[src/rtl/debug_step_controller_pkg.sv]
// Shared constants for the debug step controller: host command codes and controller state encodings.
package debug_step_controller_pkg;

    localparam logic [1:0] DBG_CMD_NOP  = 2'b00;
    localparam logic [1:0] DBG_CMD_HALT = 2'b01;
    localparam logic [1:0] DBG_CMD_RUN  = 2'b10;
    localparam logic [1:0] DBG_CMD_STEP = 2'b11;

    typedef enum logic [2:0] {
        ST_RUN      = 3'd0,
        ST_HALTING  = 3'd1,
        ST_HALTED   = 3'd2,
        ST_STEP_REQ = 3'd3,
        ST_STEP_REL = 3'd4
    } dbg_state_e;

    // States where the controller is waiting on a decoder edge and the timeout runs.
    function automatic logic is_waiting(input dbg_state_e s);
        return (s == ST_HALTING) || (s == ST_STEP_REQ) || (s == ST_STEP_REL);
    endfunction

endpackage

[src/rtl/dbg_timeout_timer.sv]
// Cycle counter for handshake timeouts: cleared on state change, counts while enabled,
// flags the cycle on which LIMIT waiting cycles have elapsed.
module dbg_timeout_timer #(
    parameter int LIMIT = 64
) (
    input  logic clk,
    input  logic rst_n,
    input  logic clear,
    input  logic enable,
    output logic tc
);

    localparam int CW = $clog2(LIMIT + 1);

    logic [CW-1:0] count;

    always_ff @(posedge clk or negedge rst_n) begin
        if (!rst_n) begin
            count <= '0;
        end else if (clear) begin
            count <= '0;
        end else if (enable && !tc) begin
            count <= count + CW'(1);
        end
    end

    assign tc = enable && !clear && (count == CW'(LIMIT - 1));

endmodule

[src/rtl/debug_step_controller.sv]
// Host-side debug master: turns HALT/RUN/STEP commands into the decoder's stop level and
// 4-phase step handshake, with a single PC breakpoint and a handshake timeout.
module debug_step_controller
    import debug_step_controller_pkg::*;
#(
    parameter int COUNT_W      = 8,
    parameter int TIMEOUT_CYC  = 64,
    parameter bit START_HALTED = 1'b0
) (
    input  logic               CLK,
    input  logic               RESETN,
    input  logic               CMD_VALID,
    input  logic [1:0]         CMD,
    input  logic [COUNT_W-1:0] CMD_COUNT,
    output logic               CMD_READY,
    input  logic               BP_ENABLE,
    input  logic [15:0]        BP_ADDR,
    input  logic [15:0]        PC,
    input  logic               DECODE,
    input  logic               STOPPED,
    input  logic               DEBUG_STEP_ACK,
    output logic               DEBUG_STOPX,
    output logic               DEBUG_STEP_REQ,
    output logic [COUNT_W-1:0] STEPS_REMAINING,
    output logic               BP_HIT,
    output logic               DONE,
    output logic               ERROR,
    output dbg_state_e         dbg_state
);

    dbg_state_e state;
    logic       timer_clear;
    logic       timer_tc;
    logic       cmd_fire;
    logic       bp_match;
    logic       run_go_halting;

    assign cmd_fire       = CMD_VALID && CMD_READY;
    assign bp_match       = BP_ENABLE && DECODE && (PC == BP_ADDR);
    assign run_go_halting = bp_match ||
                            (cmd_fire && ((CMD == DBG_CMD_HALT) || (CMD == DBG_CMD_STEP)));
    assign dbg_state      = state;

    dbg_timeout_timer #(.LIMIT(TIMEOUT_CYC)) u_timer (
        .clk    (CLK),
        .rst_n  (RESETN),
        .clear  (timer_clear),
        .enable (is_waiting(state)),
        .tc     (timer_tc)
    );

    // Valid/ready: a command is taken on a cycle where CMD_VALID and CMD_READY are both high;
    // READY is registered and high only in RUN and HALTED, otherwise commands are dropped.
    always_ff @(posedge CLK or negedge RESETN) begin
        if (!RESETN) begin
            state           <= START_HALTED ? ST_HALTING : ST_RUN;
            CMD_READY       <= !START_HALTED;
            DEBUG_STOPX     <= START_HALTED;
            DEBUG_STEP_REQ  <= 1'b0;
            STEPS_REMAINING <= '0;
            BP_HIT          <= 1'b0;
            DONE            <= 1'b0;
            ERROR           <= 1'b0;
            timer_clear     <= 1'b0;
        end else begin
            DONE        <= 1'b0;
            timer_clear <= 1'b0;
            unique case (state)
                ST_RUN: begin
                    if (cmd_fire && (CMD == DBG_CMD_RUN)) BP_HIT <= 1'b0;
                    if (cmd_fire && (CMD == DBG_CMD_STEP)) STEPS_REMAINING <= CMD_COUNT;
                    // Stop is raised in the cycle after DECODE so the matching instruction still commits.
                    if (bp_match) BP_HIT <= 1'b1;
                    if (run_go_halting) begin
                        DEBUG_STOPX <= 1'b1;
                        CMD_READY   <= 1'b0;
                        timer_clear <= 1'b1;
                        state       <= ST_HALTING;
                    end
                end
                ST_HALTING: begin
                    if (STOPPED) begin
                        timer_clear <= 1'b1;
                        if (STEPS_REMAINING != '0) begin
                            DEBUG_STEP_REQ <= 1'b1;
                            state          <= ST_STEP_REQ;
                        end else begin
                            DONE      <= 1'b1;
                            CMD_READY <= 1'b1;
                            state     <= ST_HALTED;
                        end
                    end else if (timer_tc) begin
                        ERROR           <= 1'b1;
                        STEPS_REMAINING <= '0;
                        CMD_READY       <= 1'b1;
                        timer_clear     <= 1'b1;
                        state           <= ST_HALTED;
                    end
                end
                ST_HALTED: begin
                    if (cmd_fire) begin
                        case (CMD)
                            DBG_CMD_RUN: begin
                                DEBUG_STOPX <= 1'b0;
                                BP_HIT      <= 1'b0;
                                state       <= ST_RUN;
                            end
                            DBG_CMD_HALT: DONE <= 1'b1;
                            DBG_CMD_STEP: begin
                                if (CMD_COUNT == '0) begin
                                    DONE <= 1'b1;
                                end else begin
                                    STEPS_REMAINING <= CMD_COUNT;
                                    DEBUG_STEP_REQ  <= 1'b1;
                                    CMD_READY       <= 1'b0;
                                    timer_clear     <= 1'b1;
                                    state           <= ST_STEP_REQ;
                                end
                            end
                            DBG_CMD_NOP: ;
                            default: ;
                        endcase
                    end
                end
                ST_STEP_REQ: begin
                    if (DEBUG_STEP_ACK) begin
                        DEBUG_STEP_REQ  <= 1'b0;
                        STEPS_REMAINING <= STEPS_REMAINING - COUNT_W'(1);
                        timer_clear     <= 1'b1;
                        state           <= ST_STEP_REL;
                    end else if (timer_tc) begin
                        ERROR           <= 1'b1;
                        DEBUG_STEP_REQ  <= 1'b0;
                        STEPS_REMAINING <= '0;
                        CMD_READY       <= 1'b1;
                        timer_clear     <= 1'b1;
                        state           <= ST_HALTED;
                    end
                end
                ST_STEP_REL: begin
                    if (!DEBUG_STEP_ACK) begin
                        timer_clear <= 1'b1;
                        if (STEPS_REMAINING == '0) begin
                            DONE      <= 1'b1;
                            CMD_READY <= 1'b1;
                            state     <= ST_HALTED;
                        end else begin
                            DEBUG_STEP_REQ <= 1'b1;
                            state          <= ST_STEP_REQ;
                        end
                    end else if (timer_tc) begin
                        ERROR           <= 1'b1;
                        STEPS_REMAINING <= '0;
                        CMD_READY       <= 1'b1;
                        timer_clear     <= 1'b1;
                        state           <= ST_HALTED;
                    end
                end
                default: begin
                    DEBUG_STOPX    <= 1'b1;
                    DEBUG_STEP_REQ <= 1'b0;
                    CMD_READY      <= 1'b1;
                    state          <= ST_HALTED;
                end
            endcase
        end
    end

endmodule

[config.mk]
export PLATFORM = sky130hd
export DESIGN_NAME = debug_step_controller
export DESIGN_NICKNAME = d
export VERILOG_FILES = /design/src/rtl/debug_step_controller_pkg.sv /design/src/rtl/dbg_timeout_timer.sv /design/src/rtl/debug_step_controller.sv
export SDC_FILE = /design/constraint.sdc
export NUM_CORES = 1
export LEC_CHECK = 0
export CAP_MARGIN = 20
export CORE_MARGIN = 4
export CORE_UTILIZATION = 42
export CTS_CLUSTER_SIZE = 14
export DETAILED_ROUTE_END_ITERATION = 10
export HOLD_SLACK_MARGIN = 0.06
export PLACE_DENSITY = 0.74
export SYNTH_ARGS = -nofsm -noshare
export SYNTH_HDL_FRONTEND = slang
export SYNTH_SLANG_ARGS = --single-unit
[constraint.sdc]
create_clock -name CLK -period 2 [get_ports CLK]
set_clock_uncertainty 0.1 [all_clocks]
set_input_delay 0.2 -clock CLK [delete_from_list [all_inputs] [get_ports CLK]]
set_output_delay 0.2 -clock CLK [all_outputs]
set_load 0.01 [all_outputs]
==> Word-level counts from Yosys, hierarchy flattened <==
Index checks and enable logic that the tools add are counted.
{ "totals": {"register_bits": 25, "in_bits": 49, "output_inout_bits": 17, "word_cells": 145} }
{ "op_classes": {"n_addsub": 2, "n_eq_ne": 28, "n_mux": 72, "bitwise": 2, "n_reduce_logical": 31} }
{ "ops": {"columns": ["operator", "count"], "rows": [
  ["$mux 8", 8],
  ["$mux 1", 44],
  ["$pmux 8 s5", 1],
  ["$ne 2x2->1 const B", 12],
  ["$mux 3", 7],
  ["$eq 16x16->1", 1],
  ["$logic_not 8->1", 2],
  ["$reduce_and 4->1", 4],
  ["$pmux 1 s5", 3],
  ["$pmux 3 s5", 1],
  ["$mux 7", 2],
  ["$reduce_and 7->1", 2],
  ["$ne 3x3->1 const B", 4],
  ["$logic_and 1x1->1", 9],
  ["$pmux 1 s3", 3],
  ["$reduce_and 9->1", 1],
  ["$reduce_bool 8->1", 1],
  ["$sub 8x1->8 const B", 1],
  ["$add 7x1->7 const B", 1],
  ["$eq 7x6->1 const B", 1],
  ["$eq 3x2->1 const B", 2],
  ["$ne 3x2->1 const B", 2],
  ["$pmux 3 s2", 1],
  ["$reduce_bool 5->1", 1],
  ["other kinds (13)", 21]
]} }

==> Logic depth before layout (Yosys ltp) <==
Gate-level depths: netlist (run 1).
{ "depth": {"depth_word": 9, "depth_mapped": 7, "mapped_depth_nobuf": 7} }

==> Cells and area by module <==
Synthesis (run 1) repeated with hierarchy kept, for this count alone.
{ "hier_totals": {"cells_unflattened": 239, "hier_area_um2": 1916.8} }
{ "by_module_without_submodules": {"columns": ["module", "instances", "cells_per_inst", "area_each_um2", "seq_area_each_um2"], "rows": [
  ["debug_step_controller", 1, 196, 1487.7, 451.7],
  ["dbg_timeout_timer", 1, 43, 429.2, 175.2]
]} }

==> Worst setup path before layout (run 1) <==
OpenSTA, ideal clock, no wires.
{ "synth_timing": {"kind": "register to register", "startpoint": "register u_timer.count[0]", "endpoint": "register STEPS_REMAINING[3]", "setup_time_ps": 126, "t_arrival_ps": 1785, "required_time_ps": 1774, "slack_ps": -11, "stages_incl_launch_ff": 7, "n_path_buf": 0, "synth_period_minus_slack_ps": 2011, "path_cell_list": "dfrtp_1 ha_1 nand2_1 or4_4 o21a_4 or2_4 a221o_1"} }
{ "synth_via": {"elab_chain_cells": 5, "word_cells_on_any_way": 7, "cone_classes": "1 x eq/ne; 5 x mux; 1 x reduce/logical"} }
{ "synth_rtl": {"columns": ["element", "line", "text"], "rows": [
  ["from (decl)", "dbg_timeout_timer.sv:15", "logic [CW-1:0] count;"],
  ["from (signal assigned)", "dbg_timeout_timer.sv:23", "count <= count + CW'(1);"],
  ["$eq 7x6->1 *", "dbg_timeout_timer.sv:27", "assign tc = enable && !clear && (count == CW'(LIMIT - 1));"],
  ["$logic_and 1x1->1 *", "dbg_timeout_timer.sv:27", null],
  ["$mux 8 *", null, null],
  ["$mux 8, on equally long branches", null, null],
  ["$pmux 8 s5 *", null, null],
  ["to (signal assigned)", "debug_step_controller.sv:128", "STEPS_REMAINING <= STEPS_REMAINING - COUNT_W'(1);"],
  ["to (decl)", "debug_step_controller.sv:24", "output logic [COUNT_W-1:0] STEPS_REMAINING,"]
]} }
Every way passes the cells marked *; elsewhere a longest branch is shown, timed or not. The select of a mux whose other input is x is not followed.
A chain may end at the register's enable or synchronous reset.

==> Final worst setup path (run 1) <==
{ "layout_timing": {"startpoint": "register u_timer.count[1]", "endpoint": "register STEPS_REMAINING[3]"} }
The elaborated chain is that of the path after synthesis.

==> out/metrics.yaml, run 1 <==
critical_path:
  max_stage_delay_ns: 0.50
  r2r-end: "STEPS_REMAINING[3]"
  rr_startpoint: "u_timer.count[1]"
  required_ns: 2.07
  reg2reg_depth: 6
  crit_type: "reg -> reg"
  cp_cell_sequence: "ha_2, nand2_2, or4_4, o21a_4, or2_4, a221o_1"
  cp-end-kind: "register"
  cpMaxStageDelayCell: "or4_4"
  cp_max_fo: 4
  r2r_slack_ns: -0.04
  arrival_ns: 2.11
  cp-start-kind: "register"
global_route:
  grt_antenna_before_repair: 0
  use_met2_pct: 35.2
  grt_pass1_vias: 2261
  grt_max_degree: 26
  grt.total_usage_pct: 21.0
  grt_pass1_wl_um: 10200
  overflow: 0
  grt.busiest_layer: "met2"
  met1_usage_pct: 25.8
  gr-usage-met3_pct: 5.56
synth:
  syn_nets: 285
  synth_commonest_cells: "dfrtp_1, nand2_1, nor2_1"
  synth_top_area_share_pct: 30.5
  synth-seq-area-share_pct: 31.8
  synth_area_leaders: "dfrtp_1, xnor2_1, nand2_1, nor2_1, a21oi_1"
  synth_top_area_cell: "dfrtp_1"
  netlist_area_um2: 1970
  synth-main-ff-cell: "dfrtp_1"
  syn-instance-count: 233
  ys_types: 60
  yosys_warnings: 0
  synth_edf_count: 0
  synth_seq_cells: 25
  synthArstFlopShare_pct: 100
  postSynthAreaPerCell_um2: 8.45
  synth_most_common_cell: "dfrtp_1"
timing:
  whs_ns: 0.188
  rsz0062_at_grt: "yes"
  finalSetupViolCount: 2
  worstMarginPinSlew_ns: 0.434
  slew_headroom_pct: 70.8
  fin_crit_ns: 2.04
  slew_violations: 0
  setup_slack_ns: -0.0416
  min_period_over_period_pct: 102
  fin_tns_setup_ns: -0.0472
  fmax_mhz: 490
  hold_violations: 0
drt:
  route.detailed.drc: 0
  vias: 2298
  ant_nets: 0
  wl_um: 6020
  drtIter0Drc: 254
  vias_per_cell: 5.70
  wl_per_cell_um: 14.9
  drt_first_pass_iters: 4
power_and_ir_drop:
  vdd_drop_max_mv: 0.225
  p_total_mw: 1.04
  leakagePower_nw: 1.33
  power-per-cell-area_nw_per_um2: 325
layout:
  area_growth_pct: 62.4
  fin_area_um2: 3200
  final_nets: 404
  diodes: 0
  stdcell_count: 403
  drive_above_1_share_pct: 24.2
  fin_util_pct: 71.9
placed_design:
  portBuffers: 65
  gp_congestion: 0.920
  hpwlAfterDp_um: 4800
  pre_cts_ws_ns: -0.184
  placed_cells: 395
  dpl-instance-area_um2: 3070
clocking:
  clock_path_buffers: 2
  htreeDepth: 1
  cts.clk_slew.worst_paths_ns: 0.10
  clk_latency_ns: 0.28
  cts.sinks: 25
  cts_tree: "done"
  cts_buffers: 3
  cts-root-buf: "clkbuf_8"
job:
  maxCapViolations: 0
floorplanning:
  start_util_pct: 44.3
  rows: 24
  chipHeight_um: 76.5
  pin_count: 66
  design.core.area_um2: 4440
  die-area_um2: 5850
  die_w_um: 76.5
status:
  status: "complete, but fails checks"
  failed_checks: "negative setup slack"
min_path:
  hold_class: "in -> async"
## how the worst max path moves through the flow
stage,startpoint,endpoint,slack (ns),cells past startpoint
floorplan,u_timer.count[0],STEPS_REMAINING[3],-0.01,6
global placement,BP_ADDR[11],CMD_READY,-0.18,6
detailed placement,BP_ADDR[11],CMD_READY,-0.18,6
CTS,u_timer.count[1],STEPS_REMAINING[3],-0.002,6
global route,u_timer.count[0],STEPS_REMAINING[3],-0.09,6
finish,u_timer.count[1],STEPS_REMAINING[3],-0.04,6
## worst max-delay path, delay by kind of cell (launching register included)
| family | cells | cell delay [ns] |
|---|---|---|
| AOI/OAI and AO/OA | 2 | 0.43 |
| DFF | 1 | 0.37 |
| adders and majority gates | 1 | 0.20 |
| and+or+nand+nor | 3 | 0.83 |
## placed cells by master, fill, tap and decap left out, drive strengths merged, types with 4 or more instances in the layout
master and count:
xor2 5, nand2 23, nor3 5, xnor2 18, a21oi 14, dfrtp 24
nand4 6, o2bb2ai 4, o31ai 5, o21ai 11, nand3 9, nor2 22
nor4 7, clkdlybuf4s50 65, buf 61, or4 4
## power breakdown
group / internal (mW) / total [mW] / switching, mW
combinational: 0.141 / 0.214 / 0.0730
sequential: 0.505 / 0.505 / 0.000000148
clock: 0.142 / 0.321 / 0.180
total: 0.787 / 1.04 / 0.253
## what timing repair did
item,in CTS,in global routing
pin swaps,1,4
setup buffers,1,3
hold endpoints to repair,0,0
hold buffers,0,0
gates resized for setup,2,11
endpoints found under the setup margin,4,11
## per-layer routing
layer / part of all wire, % / vias up
met3: 8.2 / 6
met4: 1.1 / 0
li1: - / 1115
met2: 47 / 117
met5: 0 / -
met1: 43 / 1060
## registers in the layout, indices dropped and copies added (netlist names)
register	flops
STEPS_REMAINING	8
u_timer.count	7
dbg_state	3
BP_HIT	1
CMD_READY	1
DEBUG_STEP_REQ	1
DEBUG_STOPX	1
DONE	1
ERROR	1
timer_clear	1
## logic make-up after synthesis
logic type,Yosys count,synth area share (%)
and+or+nand+nor,100,27.7
adders and majority gates,3,1.91
xor gates and xnor gates,23,10.2
buffers and inverters,15,3.69
DFF,25,31.9
AOI/OAI and AO/OA,66,24.2
muxes,1,0.509
## area by class of cell
class                   count  area [um2]
clock buffers               3        41.3
clock inverters             1        7.51
fillers                   349        1250
inverters                   3        11.3
multi-input cells         193        1310
flip-flops and latches     25         629
well taps                  52        65.1
repair buffers            126        1130
Power figures use the tool's default switching activity.
==> run 2, diff against run 1 <==
--- a/config.mk
+++ b/config.mk
@@ -6,12 +6,13 @@
 export NUM_CORES = 1
 export LEC_CHECK = 0
 export CAP_MARGIN = 20
-export CORE_MARGIN = 4
+export CORE_MARGIN = 8
 export CORE_UTILIZATION = 42
 export CTS_CLUSTER_SIZE = 14
 export DETAILED_ROUTE_END_ITERATION = 10
 export HOLD_SLACK_MARGIN = 0.06
 export PLACE_DENSITY = 0.74
+export SLEW_MARGIN = 10
 export SYNTH_ARGS = -nofsm -noshare
 export SYNTH_HDL_FRONTEND = slang
 export SYNTH_SLANG_ARGS = --single-unit
==> run 2 against run 1 <==
  * Wire length rose by 11%
  * Die area rose by 22%
  * Clock power rose by 6%
  * Global-route usage fell by 3.3 points
  * Utilization fell by 2.1 points
  * Sequential share of layout area fell by 0.28 points
  * Register-to-register slack improved by 0.03 ns
  * Count of clock-buffer cells in the layout did not move
  * Sequential cell count did not move
  * Combinational power barely moved
  * Critical endpoint unchanged
  * Critical path depth did not move
  * Worst hold slack got worse by 0.020 ns
  * The run still ends with negative setup slack left
==> out/metrics.yaml, run 2 (synthesized netlist as in run 1, its figures left out) <==
placed_design:
  portBuffers: 65
  hpwlAfterDp_um: 5080
  gp_congestion: 0.952
  pre_cts_ws_ns: -0.208
floorplanning:
  pin_count: 66
  design.core.area_um2: 4630
  start_util_pct: 42.5
  die_w_um: 84.5
  die-area_um2: 7130
  rows: 25
  chipHeight_um: 84.5
layout:
  final_nets: 404
  area_growth_pct: 64.1
  diodes: 0
  final_cell_mix: "clkdlybuf4s50_1, buf_4, dfrtp_1"
  drive_above_1_share_pct: 24.8
  final_common_cell: "clkdlybuf4s50_1"
  largest_reg_flops: 8
  largest-register: "STEPS_REMAINING"
clocking:
  cts.sinks: 25
  clk_latency_ns: 0.29
  htreeDepth: 1
  cts-root-buf: "clkbuf_8"
  cts.clk_slew.worst_paths_ns: 0.11
  cts_tree: "done"
  clock_path_buffers: 2
  cts_buffers: 3
timing:
  rsz0062_at_grt: "yes"
  fin_crit_ns: 2.01
  min_period_over_period_pct: 101
  hold_violations: 0
  fmax_mhz: 497
  fin_tns_setup_ns: -0.0177
  finalSetupViolCount: 2
  worstMarginPinSlew_ns: 0.390
  whs_ns: 0.168
  slew_headroom_pct: 73.8
  slew_violations: 0
  setup_slack_ns: -0.0113
critical_path:
  crit_end: "STEPS_REMAINING[3]"
  r2r_slack_ns: -0.01
  reg2reg_depth: 6
  required_ns: 2.07
  arrival_ns: 2.08
  rr_startpoint: "CMD_READY"
  r2r-end: "STEPS_REMAINING[3]"
  crit_type: "reg -> reg"
  cp_max_fo: 6
  cp-end-kind: "register"
  cp-start-kind: "register"
  cp-startpoint: "CMD_READY"
global_route:
  grt_pass1_vias: 2435
  overflow: 0
  grt_max_degree: 26
  grt_pass1_wl_um: 10600
  grt_antenna_before_repair: 0
  grt.total_usage_pct: 17.8
drt:
  drtIter0Drc: 246
  vias: 2314
  route.detailed.drc: 0
  wl_per_cell_um: 16.4
  vias_per_cell: 5.71
  ant_nets: 0
  wl_um: 6650
  drt_first_pass_iters: 4
power_and_ir_drop:
  vdd_drop_max_mv: 0.227
  power-per-cell-area_nw_per_um2: 328
  leakagePower_nw: 1.33
status:
  failed_checks: "negative setup slack"
  status: "complete, but fails checks"
min_path:
  hold_class: "in -> async"
job:
  maxCapViolations: 0
-- run 2: worst max-delay path, cell delays in order, from the launching register on --
cell and delay, ns:
dfstp_2 0.55, nand4_1 0.16, nor3_1 0.18, o22ai_1 0.15
buf_4 0.20, or2_4 0.26, a221o_1 0.29
-- run 2: layout make-up --
cell class                      instances  area (um2)
Timing Repair Buffer                  126        1120
Sequential cell                        25         627
Clock inverter                          1        7.51
Multi-Input combinational cell        193        1350
Tap cell                               54        67.6
Clock buffer                            3        41.3
Inverter                                3        11.3
Fill cell                             371        1400
-- run 2: worst min-delay path by stage --
stage               startpoint                  to  slack, ns
finish                  RESETN         DEBUG_STOPX       0.17
CTS                     RESETN        dbg_state[2]       0.20
detailed placement      BP_HIT              BP_HIT       0.40
global placement         ERROR               ERROR       0.37
floorplan               RESETN              BP_HIT      -0.20
global route            RESETN  STEPS_REMAINING[3]       0.22
-- run 2: what timing repair did --
item	4_1_cts	5_1_grt
setup buffers	1	3
pin swaps	0	4
gates cloned	0	0
gates resized for setup	2	15
setup endpoints to repair	2	14
hold buffers	0	0
-- run 2: power breakdown --
| group | switching, mW | internal (mW) | leakage (nW) | total (mW) |
|---|---|---|---|---|
| Clock | 0.197 | 0.142 | 0.0217 | 0.339 |
| Sequential | 0.000000148 | 0.505 | 0.335 | 0.505 |
| Combinational | 0.0751 | 0.141 | 0.977 | 0.216 |
| Total | 0.272 | 0.788 | 1.33 | 1.06 |
-- run 2: per-stage QoR --
stage	power [mW]	std cells	instance area [um2]	utilization [%]
floorplan	0.571	233	1970	-
global placement	0.723	397	3070	66.3
detailed placement	0.726	397	3070	66.3
CTS	1.05	402	3130	67.6
global route	1.10	405	3230	69.8
finish	1.06	405	3230	69.8
-- run 2: metal layers --
layer	GRT usage (%)	part of all wire, %	vias to the layer above
li1	-	-	1109
met1	18.8	38	1090
met2	31.3	51	100
met3	5.76	8.3	15
met4	7.93	2.0	0
met5	0	0	-
